===== config.mk =====
export PLATFORM = sky130hd
export DESIGN_NAME = mem_port_arbiter
export DESIGN_NICKNAME = d
export VERILOG_FILES = /design/src/rtl/memory_types_pkg.sv /design/src/rtl/arb_id_fifo.sv /design/src/rtl/mem_port_arbiter.sv
export SDC_FILE = /design/constraint.sdc
export NUM_CORES = 1
export LEC_CHECK = 0
export CORE_AREA = 8 8 173 175
export DETAILED_ROUTE_END_ITERATION = 6
export DIE_AREA = 0 0 181 183
export GPL_TIMING_DRIVEN = 0
export PLACE_DENSITY = 0.41
export SLEW_MARGIN = 20
export SYNTH_ARGS = -nofsm -noshare
export SYNTH_HDL_FRONTEND = slang
export SYNTH_SLANG_ARGS = --single-unit

===== constraint.sdc =====
create_clock -name clk -period 5.44 [get_ports clk]
set_input_delay 0.544 -clock clk [delete_from_list [all_inputs] [get_ports clk]]
set_output_delay 0.544 -clock clk [all_outputs]
set_load 0.05 [all_outputs]

===== src/rtl/memory_types_pkg.sv =====
// Shared memory-port packet and opcode types, plus the requester-ID type the
// arbiter uses to remember who issued each outstanding request.
package memory_types_pkg;

  localparam int ADDR_W = 32;
  localparam int LEN_W  = 8;
  localparam int DATA_W = 32;

  typedef enum logic [1:0] {
    MEM_READ  = 2'd0,
    MEM_WRITE = 2'd1,
    MEM_RMW   = 2'd2,
    MEM_NOP   = 2'd3
  } mem_op_e;

  typedef struct packed {
    mem_op_e             mtype;
    logic [ADDR_W-1:0]   addr;
    logic [LEN_W-1:0]    len;
    logic [DATA_W-1:0]   data;
  } mem_pkt_t;

  typedef logic req_id_t;

endpackage


===== src/rtl/arb_id_fifo.sv =====
// Small synchronous FIFO holding the requester ID of every request that the
// memory has accepted but not yet answered.
module arb_id_fifo #(
  parameter int DEPTH = 4,
  parameter int WIDTH = 1
) (
  input  logic             clk,
  input  logic             rst_n,
  input  logic             i_push,
  input  logic             i_pop,
  input  logic [WIDTH-1:0] i_data,
  output logic [WIDTH-1:0] o_head,
  output logic             o_full,
  output logic             o_empty
);

  localparam int PTR_W = (DEPTH > 1) ? $clog2(DEPTH) : 1;
  localparam int CNT_W = $clog2(DEPTH) + 1;

  logic [WIDTH-1:0] r_mem [DEPTH];
  logic [PTR_W-1:0] r_wrPtr;
  logic [PTR_W-1:0] r_rdPtr;
  logic [CNT_W-1:0] r_count;
  logic             w_push;
  logic             w_pop;

  assign o_full  = (r_count == CNT_W'(DEPTH));
  assign o_empty = (r_count == '0);
  assign o_head  = r_mem[r_rdPtr];
  assign w_push  = i_push && !o_full;
  assign w_pop   = i_pop && !o_empty;

  always_ff @(posedge clk) begin
    if (w_push) begin
      r_mem[r_wrPtr] <= i_data;
    end
  end

  // Pointers wrap explicitly so the FIFO stays correct for any depth.
  always_ff @(posedge clk or negedge rst_n) begin
    if (!rst_n) begin
      r_wrPtr <= '0;
      r_rdPtr <= '0;
      r_count <= '0;
    end else begin
      if (w_push) begin
        r_wrPtr <= (r_wrPtr == PTR_W'(DEPTH - 1)) ? '0 : r_wrPtr + PTR_W'(1);
      end
      if (w_pop) begin
        r_rdPtr <= (r_rdPtr == PTR_W'(DEPTH - 1)) ? '0 : r_rdPtr + PTR_W'(1);
      end
      case ({w_push, w_pop})
        2'b10:   r_count <= r_count + CNT_W'(1);
        2'b01:   r_count <= r_count - CNT_W'(1);
        default: r_count <= r_count;
      endcase
    end
  end

endmodule


===== src/rtl/mem_port_arbiter.sv =====
// Two-requester (fetch/data) round-robin arbiter onto one in-order memory port,
// routing responses back by a FIFO of issuing requester IDs.
module mem_port_arbiter
  import memory_types_pkg::*;
#(
  parameter int MAX_OUTST = 4
) (
  input  logic     clk,
  input  logic     rst_n,
  input  logic     m0_req_vld,
  output logic     m0_req_rdy,
  input  mem_pkt_t m0_req,
  output logic     m0_rsp_vld,
  input  logic     m0_rsp_rdy,
  output mem_pkt_t m0_rsp,
  input  logic     m1_req_vld,
  output logic     m1_req_rdy,
  input  mem_pkt_t m1_req,
  output logic     m1_rsp_vld,
  input  logic     m1_rsp_rdy,
  output mem_pkt_t m1_rsp,
  output logic     mem_req_vld,
  input  logic     mem_req_rdy,
  output mem_pkt_t mem_req,
  input  logic     mem_rsp_vld,
  output logic     mem_rsp_rdy,
  input  mem_pkt_t mem_rsp,
  output logic     err_unexp_rsp
);

  typedef enum logic [1:0] {
    ARB   = 2'd0,
    HOLD0 = 2'd1,
    HOLD1 = 2'd2
  } state_e;

  state_e  r_state;
  state_e  w_nextState;
  logic    r_rr;
  logic    r_err;
  req_id_t w_grant;
  req_id_t w_head;
  logic    w_selVld;
  logic    w_grantRdy;
  logic    w_handshake;
  logic    w_pop;
  logic    w_full;
  logic    w_empty;

  always_ff @(posedge clk or negedge rst_n) begin
    if (!rst_n) begin
      r_state <= ARB;
      r_rr    <= 1'b0;
      r_err   <= 1'b0;
    end else begin
      r_state <= w_nextState;
      if (w_handshake) begin
        r_rr <= ~w_grant;
      end
      if (mem_rsp_vld && w_empty) begin
        r_err <= 1'b1;
      end
    end
  end

  // Handshake strobes are qualified with rst_n so all outputs drop the moment reset asserts.
  always_comb begin
    w_grant     = 1'b0;
    w_nextState = ARB;
    case (r_state)
      ARB: begin
        if (m0_req_vld && m1_req_vld) begin
          w_grant = r_rr;
        end else if (m1_req_vld) begin
          w_grant = 1'b1;
        end
      end
      HOLD0:   w_grant = 1'b0;
      HOLD1:   w_grant = 1'b1;
      default: w_grant = 1'b0;
    endcase

    w_selVld    = w_grant ? m1_req_vld : m0_req_vld;
    mem_req     = w_grant ? m1_req : m0_req;
    mem_req_vld = rst_n && w_selVld && !w_full;
    w_grantRdy  = rst_n && mem_req_rdy && !w_full;
    m0_req_rdy  = !w_grant && w_grantRdy;
    m1_req_rdy  = w_grant && w_grantRdy;
    w_handshake = mem_req_vld && mem_req_rdy;

    if (w_handshake) begin
      w_nextState = ARB;
    end else if (w_selVld) begin
      w_nextState = w_grant ? HOLD1 : HOLD0;
    end else begin
      w_nextState = ARB;
    end
  end

  // Responses are in request order, so the FIFO head names their owner.
  always_comb begin
    m0_rsp      = mem_rsp;
    m1_rsp      = mem_rsp;
    m0_rsp_vld  = rst_n && mem_rsp_vld && !w_empty && !w_head;
    m1_rsp_vld  = rst_n && mem_rsp_vld && !w_empty && w_head;
    mem_rsp_rdy = rst_n && (w_empty || (w_head ? m1_rsp_rdy : m0_rsp_rdy));
    w_pop       = mem_rsp_vld && mem_rsp_rdy && !w_empty;
  end

  assign err_unexp_rsp = r_err;

  arb_id_fifo #(
    .DEPTH (MAX_OUTST),
    .WIDTH ($bits(req_id_t))
  ) u_idFifo (
    .clk     (clk),
    .rst_n   (rst_n),
    .i_push  (w_handshake),
    .i_pop   (w_pop),
    .i_data  (w_grant),
    .o_head  (w_head),
    .o_full  (w_full),
    .o_empty (w_empty)
  );

endmodule


==> summary.md <==
| Metric | Value |
|---|---|
| Crit path required time | between 4 and 5 ns |
| RSZ-0062 raised after global routing | no |
| Vias/cell | around 3.2 |
| Row Count | between 60 and 70 |
| Largest net degree at the start of global routing | 14 |
| F_max | around 260 MHz |
| Reg-to-reg endpoint | u_idFifo.r_count[2]$_DFFE_PN0P_ |
| Top post-synthesis cells by area | buf_4 (40%), mux2_2 (26%), dfrtp_1 (9.8%) |
| Critical path class | in2out |
| # setup viols final | 0 |
| Die area | ~33000 sq um |
| Multiplexer share of the synthesized area | approximately 33% |
| Clk pin slew, worst setup/hold paths | approximately 0.050 ns |
| Max Slew Vio Count | 0 |
| Post-synth top area cell | buf_4 |
| Worst Hold Depth | 1 |
| Hold Startpoint | err_unexp_rsp$_DFFE_PN0P_ |
| Die width | ~180 um |
| Cell area after layout | just over 7000 sq um |
| Most common cell in the synthesized netlist | buf_4 |
| First-pass GRT wire length | 24400 um |
| IO Count | around 460 |
| Hold Path Class | reg2reg |
| PD cells | 236 nW/um^2 |
| Final period utilization | between 70% and 80% |
| Primary FF master, synth | dfrtp_1 |
| DR WL/cell | 16.8 um |
| Post-route ant nets | 0 |
| MaxCap Viol Count | 0 |
| Final nets | slightly above 900 |
| CP Launch Type | input pin |
| Tmin final | just under 4 ns |
| DRT Pass-1 Iters | 4 |
| Status | finished clean |
| Post-synthesis simple-gate area fraction | about 4.0% |
| Mapped Cells | ~300 |
| RePlAce Congestion | 0.744 |
| Sinks on Clock Net | 15 |
| Pint | ~820 uW |
| EDFF count, synth | 4 |
| H-tree levels | 1 |
| Combinational power share | 80.6% |
| Compound-Gate Fraction of Synth Area | about 2.5% |
| Num CTS Buffers | 3 |
| Post-CTS Setup Inserts | 0 |
| Adder-cell share of the synthesized area | around 3.4% |
| Seq cells post-synth | 15 |
| Asr flop ratio synth | ~73% |
| Post-DP HPWL | between 15000 and 20000 um |
| Flop2flop setup slack | approximately 2.9 ns |
| Hold Vio Cnt, Final | 0 |
| Final cell count without fillers | roughly 1.0k |
| WP data arrival | between 3 and 4 ns |
| Initial antenna violation count | 1 |
| Post-route setup TNS | 0 ns |
| CTS tree | yes |
| Max VDD drop | about 110 uV |
| WHS Endpoint | err_unexp_rsp$_DFFE_PN0P_ |
| Post-Route WL | roughly 17000 um |
| Vias post-DR | 3320 |
| Switching fraction of total power | 51.5% |
| First-iteration detailed-routing DRC count | 42 |
| PortBufs | 384 |
| Clk pwr share | 8.3% |
| Max Root-Sink Buffers | 2 |
| Clock skew | roughly 0.0020 ns |
| Slew HR | 57.6% |
| Clock tree root buffer cell | clkbuf_16 |
| Post-synth top area share | roughly 40% |
| # hold bufs at CTS | 0 |
| FF-to-FF Start | u_idFifo.r_rdPtr[0]$_DFFE_PN0P_ |
| Combinational family with the most area after synthesis | buffers and inverters |
| Post-synthesis net count | between 500 and 600 |
| Syn avg cell area | between 9 and 10 sq um |
| Mapped cell area | between 2000 and 3000 sq um |
| Count of different cell masters after synthesis | 31 |
| Grt ovf | 0 |
| Worst reg2reg path depth | 9 |
| Worst slew pin tran | around 0.63 ns |
| Critical-path maximum fanout | 13 |
| Total power | around 1.7 mW |
| Gr usage total | about a tenth |
| Placed instance count | slightly above 1k |
| Placed cell areas | 7090 sq um |
| Core area | about 27000 sq um |
| Sequential area share after synthesis | between 10 and 15% |
| Leakage | between 2 and 3 nW |
| Commonest cells post-synth | buf_4 (149), mux2_2 (66), mux2_1 (12) |
| Height of the die | between 150 and 200 um |
| # diodes | 0 |
| Net switching power | just under 900 uW |
| Vias in the first global route | 3668 |
| Clk_lat worst skew | roughly 0.24 ns |
| Syn-to-layout area delta | 155% |
| Starting Density | roughly a tenth |
| XOR/XNOR share of the synthesized area | 0.934% |
| Sequential share of power | roughly 11% |
| Syn. warnings | 0 |
| # resized after CTS | 0 |
| FILL cells | around 3k |
| Share of post-route cells with drive strength above 1 | between 30 and 40% |
| Critical Path End Type | output port |
| Residual DRC | 0 |
-- cell usage in the layout, fill, tap and decap left out, types with 2 or more instances in the layout --
cell and n:
clkbuf_16 3, buf_2 7, and2_1 4, edfxtp_1 4
clkdlybuf4s50_1 384, mux2_2 66, mux2i_1 2, nor2_1 8
xnor2_1 2, ha_1 6, inv_1 10, mux2_1 12
buf_4 149, nand2b_1 2, a21oi_1 4, dfrtp_1 11
-- critical path, cell delays in order --
cell and delay (ns):
clkdlybuf4s50_1 0.53, a21oi_1 0.11, nor2_1 0.45, buf_2 0.36, buf_4 0.25, mux2_1 0.34, clkdlybuf4s50_1 0.72
-- stage by stage --
step	worst slack [ns]	hold WS, ns	utilization [%]
after global routing	1.25	0.532	26.2
after detailed placement	1.29	0.484	25.9
after global placement	1.31	0.464	25.9
after CTS	1.27	0.495	26.2
final	1.59	0.477	26.2
after floorplan	2.76	0.248	-
-- metal layers --
layer | routed length (um) | vias up | global-route usage (%) | part of all wire, %
met3 | 2530 | 8 | 5.40 | 15
li1 | - | 1635 | - | -
met1 | 5240 | 1424 | 8.44 | 30
met5 | 17 | - | 0 | 0.098
met2 | 9470 | 251 | 19.0 | 54
met4 | 165 | 2 | 1.34 | 0.95
-- power by group through the flow --
stage,sequential (mW),clock [mW],combinational [mW]
floorplan,0.194,0,0.880
CTS,0.188,0.146,1.39
finish,0.187,0.140,1.36
detailed placement,0.189,0,1.39
global placement,0.190,0,1.39
global route,0.195,0.152,1.43
-- sequential cells by signal, summed over array words and instances, names as in the netlist --
signal	cells
err_unexp_rsp	1
r_rr	1
u_idFifo.r_count	3
u_idFifo.r_mem	4
u_idFifo.r_wrPtr	2
r_state	2
u_idFifo.r_rdPtr	2
-- how the worst max path moves through the flow --
stage,from,to,slack [ns],cells past startpoint
after floorplan,rst_n,m1_req_rdy,2.76,4
after global placement,m1_req_vld,mem_req[51],1.31,6
after detailed placement,m0_req_vld,mem_req[51],1.29,7
after CTS,m1_req_vld,mem_req[51],1.27,6
after global routing,m0_req_vld,mem_req[70],1.25,8
final,m1_req_vld,mem_req[70],1.59,7
-- cell type report --
cell class	instances	area, sq um	share of cell area (%)
Multi-Input combinational cell	123	1230	17.1
Buffer	156	1150	16.1
Clock buffer	4	78.8	1.10
Tap cell	346	433	6.04
Inverter	10	37.5	0.524
Sequential cell	15	395	5.52
Timing Repair Buffer	384	3840	53.6
-- cells by family after synthesis --
kind of cell / Yosys count
muxes: 81
xor gates and xnor gates: 3
AOI/OAI and AO/OA: 10
and+or+nand+nor: 22
DFF: 15
adders and majority gates: 7
buffers and inverters: 166
Power figures use the tool's default switching activity.
